File: src/rtl/pipe_pkg.sv
// Shared definitions for the generic pipeline register chain.
package pipe_pkg;

    localparam int MAX_STAGES = 16;

    // Value a stage takes when it is flushed or receives a stall bubble.
    localparam bit BUBBLE_BIT = 1'b0;

    // Out-of-range stage indices select the last stage.
    function automatic int clamp_stage(input int idx, input int stages);
        return (idx >= stages) ? stages - 1 : idx;
    endfunction

endpackage

File: src/rtl/pipe_stage.sv
// One pipeline slot: valid bit plus payload, with kill > hold > bubble > load priority.
module pipe_stage
    import pipe_pkg::*;
#(
    parameter int DATA_W = 32
) (
    input  logic              clk,
    input  logic              rst,
    input  logic              hold,
    input  logic              bubble,
    input  logic              kill,
    input  logic              din_valid,
    input  logic [DATA_W-1:0] din_data,
    output logic              valid,
    output logic [DATA_W-1:0] data
);

    logic              valid_q;
    logic              valid_d;
    logic [DATA_W-1:0] data_q;
    logic [DATA_W-1:0] data_d;

    always_comb begin
        valid_d = din_valid;
        data_d  = din_data;
        if (kill) begin
            valid_d = BUBBLE_BIT;
            data_d  = {DATA_W{BUBBLE_BIT}};
        end else if (hold) begin
            valid_d = valid_q;
            data_d  = data_q;
        end else if (bubble) begin
            valid_d = BUBBLE_BIT;
            data_d  = {DATA_W{BUBBLE_BIT}};
        end
    end

    always_ff @(posedge clk) begin
        if (rst) begin
            valid_q <= 1'b0;
            data_q  <= '0;
        end else begin
            valid_q <= valid_d;
            data_q  <= data_d;
        end
    end

    assign valid = valid_q;
    assign data  = data_q;

endmodule

File: src/rtl/pipe_chain.sv
// N-stage pipeline register chain with stall bubbles, partial flush and
// saturating retire/bubble statistics.
module pipe_chain
    import pipe_pkg::*;
#(
    parameter int  DATA_W = 32,
    parameter int  STAGES = 5,
    parameter int  CNT_W  = 16,
    localparam int IDX_W  = $clog2(STAGES)
) (
    input  logic                     clk,
    input  logic                     rst,
    input  logic                     enable,
    input  logic                     in_valid,
    input  logic [DATA_W-1:0]        in_data,
    output logic                     in_ready,
    input  logic                     stall,
    input  logic [IDX_W-1:0]         stall_stage,
    input  logic                     flush,
    input  logic [IDX_W-1:0]         flush_stage,
    output logic [STAGES-1:0]        stage_valid,
    output logic [STAGES*DATA_W-1:0] stage_data,
    output logic                     out_valid,
    output logic [DATA_W-1:0]        out_data,
    output logic                     out_fire,
    output logic [CNT_W-1:0]         retired_count,
    output logic [CNT_W-1:0]         bubble_count
);

    localparam logic [CNT_W-1:0] CNT_MAX = '1;

    int                stall_s;
    int                flush_f;
    logic [STAGES-1:0] hold_v;
    logic [STAGES-1:0] bubble_v;
    logic [STAGES-1:0] kill_v;
    logic [STAGES-1:0] valid_w;
    logic [DATA_W-1:0] data_w [STAGES];
    logic              bubble_ev;
    logic [CNT_W-1:0]  retired_q;
    logic [CNT_W-1:0]  retired_d;
    logic [CNT_W-1:0]  bubble_q;
    logic [CNT_W-1:0]  bubble_d;

    // A disabled chain holds every stage; flush only acts while enabled.
    always_comb begin
        stall_s  = clamp_stage(int'(stall_stage), STAGES);
        flush_f  = clamp_stage(int'(flush_stage), STAGES);
        hold_v   = '0;
        bubble_v = '0;
        kill_v   = '0;
        for (int i = 0; i < STAGES; i++) begin
            kill_v[i]   = enable && flush && (i <= flush_f);
            hold_v[i]   = !enable || (stall && (i <= stall_s));
            bubble_v[i] = stall && (i == stall_s + 1);
        end
    end

    for (genvar gi = 0; gi < STAGES; gi++) begin : g_stage
        logic              din_valid;
        logic [DATA_W-1:0] din_data;

        if (gi == 0) begin : g_head
            assign din_valid = in_valid;
            assign din_data  = in_data;
        end else begin : g_body
            assign din_valid = valid_w[gi-1];
            assign din_data  = data_w[gi-1];
        end

        pipe_stage #(
            .DATA_W(DATA_W)
        ) u_stage (
            .clk      (clk),
            .rst      (rst),
            .hold     (hold_v[gi]),
            .bubble   (bubble_v[gi]),
            .kill     (kill_v[gi]),
            .din_valid(din_valid),
            .din_data (din_data),
            .valid    (valid_w[gi]),
            .data     (data_w[gi])
        );

        assign stage_data[gi*DATA_W +: DATA_W] = data_w[gi];
    end

    // A bubble only counts when it displaces a live entry and survives the flush.
    always_comb begin
        out_fire  = enable && valid_w[STAGES-1]
                    && !(stall && (stall_s == STAGES - 1))
                    && !(flush && (flush_f == STAGES - 1));
        bubble_ev = enable && stall && (stall_s < STAGES - 1)
                    && valid_w[stall_s]
                    && !(flush && (stall_s + 1 <= flush_f));
        retired_d = retired_q;
        bubble_d  = bubble_q;
        if (out_fire && (retired_q != CNT_MAX)) begin
            retired_d = retired_q + CNT_W'(1);
        end
        if (bubble_ev && (bubble_q != CNT_MAX)) begin
            bubble_d = bubble_q + CNT_W'(1);
        end
    end

    always_ff @(posedge clk) begin
        if (rst) begin
            retired_q <= '0;
            bubble_q  <= '0;
        end else begin
            retired_q <= retired_d;
            bubble_q  <= bubble_d;
        end
    end

    assign in_ready      = enable && !rst && !stall;
    assign stage_valid   = valid_w;
    assign out_valid     = valid_w[STAGES-1];
    assign out_data      = data_w[STAGES-1];
    assign retired_count = retired_q;
    assign bubble_count  = bubble_q;

endmodule

File: config.mk
export PLATFORM = sky130hd
export DESIGN_NAME = pipe_chain
export DESIGN_NICKNAME = d
export VERILOG_FILES = /design/src/rtl/pipe_pkg.sv /design/src/rtl/pipe_stage.sv /design/src/rtl/pipe_chain.sv
export SDC_FILE = /design/constraint.sdc
export NUM_CORES = 1
export LEC_CHECK = 0
export CAP_MARGIN = 10
export CORE_ASPECT_RATIO = 0.5
export CORE_MARGIN = 2
export CORE_UTILIZATION = 46
export CTS_BUF_LIST = sky130_fd_sc_hd__clkbuf_4 sky130_fd_sc_hd__clkbuf_8
export DETAILED_ROUTE_END_ITERATION = 8
export PLACE_DENSITY = 0.82
export SLEW_MARGIN = 20
export SYNTH_ARGS = -nofsm -noshare
export SYNTH_HDL_FRONTEND = slang
export SYNTH_SLANG_ARGS = --single-unit
File: constraint.sdc
create_clock -name clk -period 4.75 [get_ports clk]
set_clock_uncertainty 0.2 [all_clocks]
set_input_delay 1.425 -clock clk [delete_from_list [all_inputs] [get_ports clk]]
set_output_delay 1.425 -clock clk [all_outputs]
set_load 0.03 [all_outputs]
==> key figures <==
Pwr
  – Pwr dens: 277.9 mW/mm^2
  – VDD IR max: between 0.2 and 0.25 mV
  – Pwr Total: 2.995 mW
  – Leakage Power: about 3.6 nW

CTS
  – Clk pin slew, worst setup/hold paths: 0.10 ns
  – CTS max path bufs: 2
  – CTS Buf Count: 17
  – Clock Latency Late Sink: ~0.45 ns
  – Sink Count: approximately 200
  – # Post-CTS Setup Buffers: 0
  – H-tree Lvls: 4
  – Hold_buf cts: 0
  – Clock Tree Root: clkbuf_8
  – CTS tree: done
  – Post-CTS sizing: 0

Setup path
  – R2R setup slack: 2.34 ns
  – Worst Path Required: 3.12 ns
  – FF-to-FF Start: bubble_count[5]
  – Crit-path max FO: 9
  – WS Path Type: input port to output pin
  – Critical path cell sequence: clkdlybuf4s50_1 > buf_4 > nand2_1 > nand4_1 > inv_1 > buf_4
  – Worst path bufs/invs: 4
  – Critical path capture point type: output pin
  – Cell mode on critical path: buf_4
  – CP max stage cell: clkdlybuf4s50_1
  – CP max stage delay: 0.43 ns
  – CP top delay family: buffers and inverters
  – CP Data Arrival Time: between 2 and 3 ns
  – Crit path launch type: input port
  – Worst r2r path cells: 5
  – RR Endpoint: bubble_count[10]

Detailed routing
  – Pre-Repair DR Iteration Count: 5
  – Per-cell routed wire length: 17.02 um
  – Vias: about 7400
  – Final ANT Viol Nets: 0
  – Wirelength, routed: between 20000 and 25000 um
  – First DRT Iteration DRCs: 493
  – Residual DRC count: 0
  – Routed vias/inst: 5.435

Min path
  – Worst Hold End: g_stage[3].u_stage.data[28]
  – Hold path depth: 2
  – Hold crit path type: register to register
  – Min-delay src: g_stage[3].u_stage.data[28]

Cells and area
  – Area occupied by multi-input gates: 0.003167 sq mm
  – Antenna diode count: 0
  – Final instance area: roughly 0.011 sq mm
  – Post-layout util: 0.6592
  – Layout cells sized above 1: 0.06117
  – Filler cell count: 1317
  – Reg area: 0.003944 sq mm
  – Nets: around 1200
  – Area growth from synthesis to layout: 40.65%

GRT
  – Vias in the first global route: 6976
  – Met2 Use GR: 0.4493
  – First-pass GRT wire length: ~36000 um
  – GR Overflow Total: 0
  – Most used routing layer: met2
  – Largest net degree at the start of global routing: 67
  – Initial antenna violation count: 0
  – Met3 usage: 0.05006
  – Met1 Resource Use GR: 0.3106
  – Gr usage total: 0.2547

STA
  – Setup-failing EPs final: 0
  – Final Cycle Share: 0.8923
  – Min Tclk post-route: approximately 4.2 ns
  – Slew HR: 0.3969
  – FMAX: between 200 and 250 MHz
  – Slew @ Worst Pin: 0.9024 ns
  – Hold Violations, Final: 0
  – Max Slew Vio Count: 0
  – Setup TNS: 0 ns
  – RSZ-0062 raised after global routing: no

Floorplan
  – Die span in y: 95.27 um
  – Core Rows: 33
  – Die ar.: 0.01777 sq mm
  – Io pins: 276
  – Area of the core: 0.01635 sq mm
  – Die W: 186.5 um
  – Initial Util: 0.4687

Yosys
  – Synth area leaders: dfxtp_1, a22oi_1, nor2_1, nand2_1, a21oi_1
  – Post-Synth XOR/XNOR Area: 0.01143
  – Compound-Gate Fraction of Synth Area: 0.1832
  – Sequential-to-total area share from yosys stat: 0.5146
  – Yosys warns: 0
  – Syn Area/Cell: 8.496 sq um
  – Area leader, netlist: dfxtp_1
  – Main synth FF type: dfxtp_1
  – Netlist cell types: 45
  – Ys async rst share: 0
  – Simple-gate share of the synthesized area: 0.1995
  – Largest family of logic cells by synthesized area: simple AND/OR/NAND/NOR gates
  – Share of the synthesized area in the top cell type: 0.5146
  – Number of enable flip-flop cells after synthesis: 0
  – Post-Synth Adder-Cell Area: 0.008163
  – Seq cells post-synth: 197
  – Syn_nets: between 900 and 1000
  – Synthesized area: ~0.0077 sq mm
  – Mux contribution to synthesized area: 0.007020
  – Most common library cells after synthesis: dfxtp_1, nor2_1, nand2_1
  – Count leader, synth: dfxtp_1
  – Synth Instances: 902

Placed design
  – HPWL Detailed: 16780 um
  – DP Area: 0.01037 sq mm
  – GP Congestion: 0.9011
  – PortBufs: 275

Run
  – Max_cap viols: 0

Run status
  – Status: completed
[cells by family after synthesis]
group,after synthesis
compound gates,220
xor+xnor,10
fa+ha+maj,5
buf+inv,117
flops,197
mux,5
simple gates,348
[power breakdown]
part	internal (mW)	switching, mW
sequential	1.66	0.0118
combinational	0.0919	0.164
clock	0.405	0.658
total	2.16	0.834
[layout by cell type (no fill, tap or decap), types with 3 or more instances in the layout]
master and instances:
clkdlybuf4s50_1 273, a22oi_1 99, nand2b_1 4, o31ai_1 7, inv_1 12, and3_1 3, nand3_1 42, nor2_1 127
o21ai_0 15, ha_1 5, xnor2_1 7, clkinv_8 3, xor2_1 3, nor3_1 5, dfxtp_1 197, nand4_1 9
inv_6 3, a21oi_1 86, or4_1 7, clkbuf_8 17, buf_4 25, inv_8 3, nand2_1 122, or3_1 14
[sequential cells by signal (all words and copies together), names as in the netlist]
register and cells:
g_stage.u_stage.valid 5, bubble_count 16, g_stage.u_stage.data 160, retired_count 16
[area by class of cell]
cell class | count | area share
Sequential cell | 197 | 0.3659
Multi-Input combinational cell | 588 | 0.2938
Timing Repair Buffer | 299 | 0.2728
Tap cell | 227 | 0.02635
Clock buffer | 18 | 0.02240
Clock inverter | 14 | 0.01463
Inverter | 12 | 0.004179
[stage by stage]
step                worst slack [ns]  hold WS [ns]  cells
finish                        0.5117        0.2794   1355
global route                  0.3887        0.2986   1355
CTS                           0.5158        0.2799   1355
detailed placement            0.3248        0.2638   1323
global placement              0.3463        0.2554   1323
floorplan                     0.6084        0.2576    902
[worst max-delay path by stage]
| stage | startpoint | end | slack (ns) | cells after the start |
|---|---|---|---|---|
| 3_3_place_gp | stall_stage[0] | bubble_count[13] | 0.35 | 12 |
| 4_1_cts | stall_stage[2] | out_fire | 0.52 | 6 |
| 3_5_place_dp | stall_stage[0] | bubble_count[13] | 0.32 | 12 |
| 6_report | stall_stage[2] | out_fire | 0.51 | 6 |
| 2_1_floorplan | stall | in_ready | 0.61 | 5 |
| 5_1_grt | stall_stage[2] | out_fire | 0.39 | 6 |
[worst min-delay path, stage by stage, from the launching register on]
cell	delay, ns
dfxtp_1	0.34
nand2_1	0.06
a21oi_1	0.05
[metal layers]
| metal | wire length [um] | vias to the layer above | part of all wire |
|---|---|---|---|
| met4 | 745 | 0 | 0.032 |
| met3 | 1240 | 49 | 0.054 |
| li1 | - | 3519 | - |
| met5 | 0 | - | 0 |
| met2 | 11300 | 262 | 0.49 |
| met1 | 9778 | 3535 | 0.42 |
No activity file was read; power rests on OpenSTA's default activity.
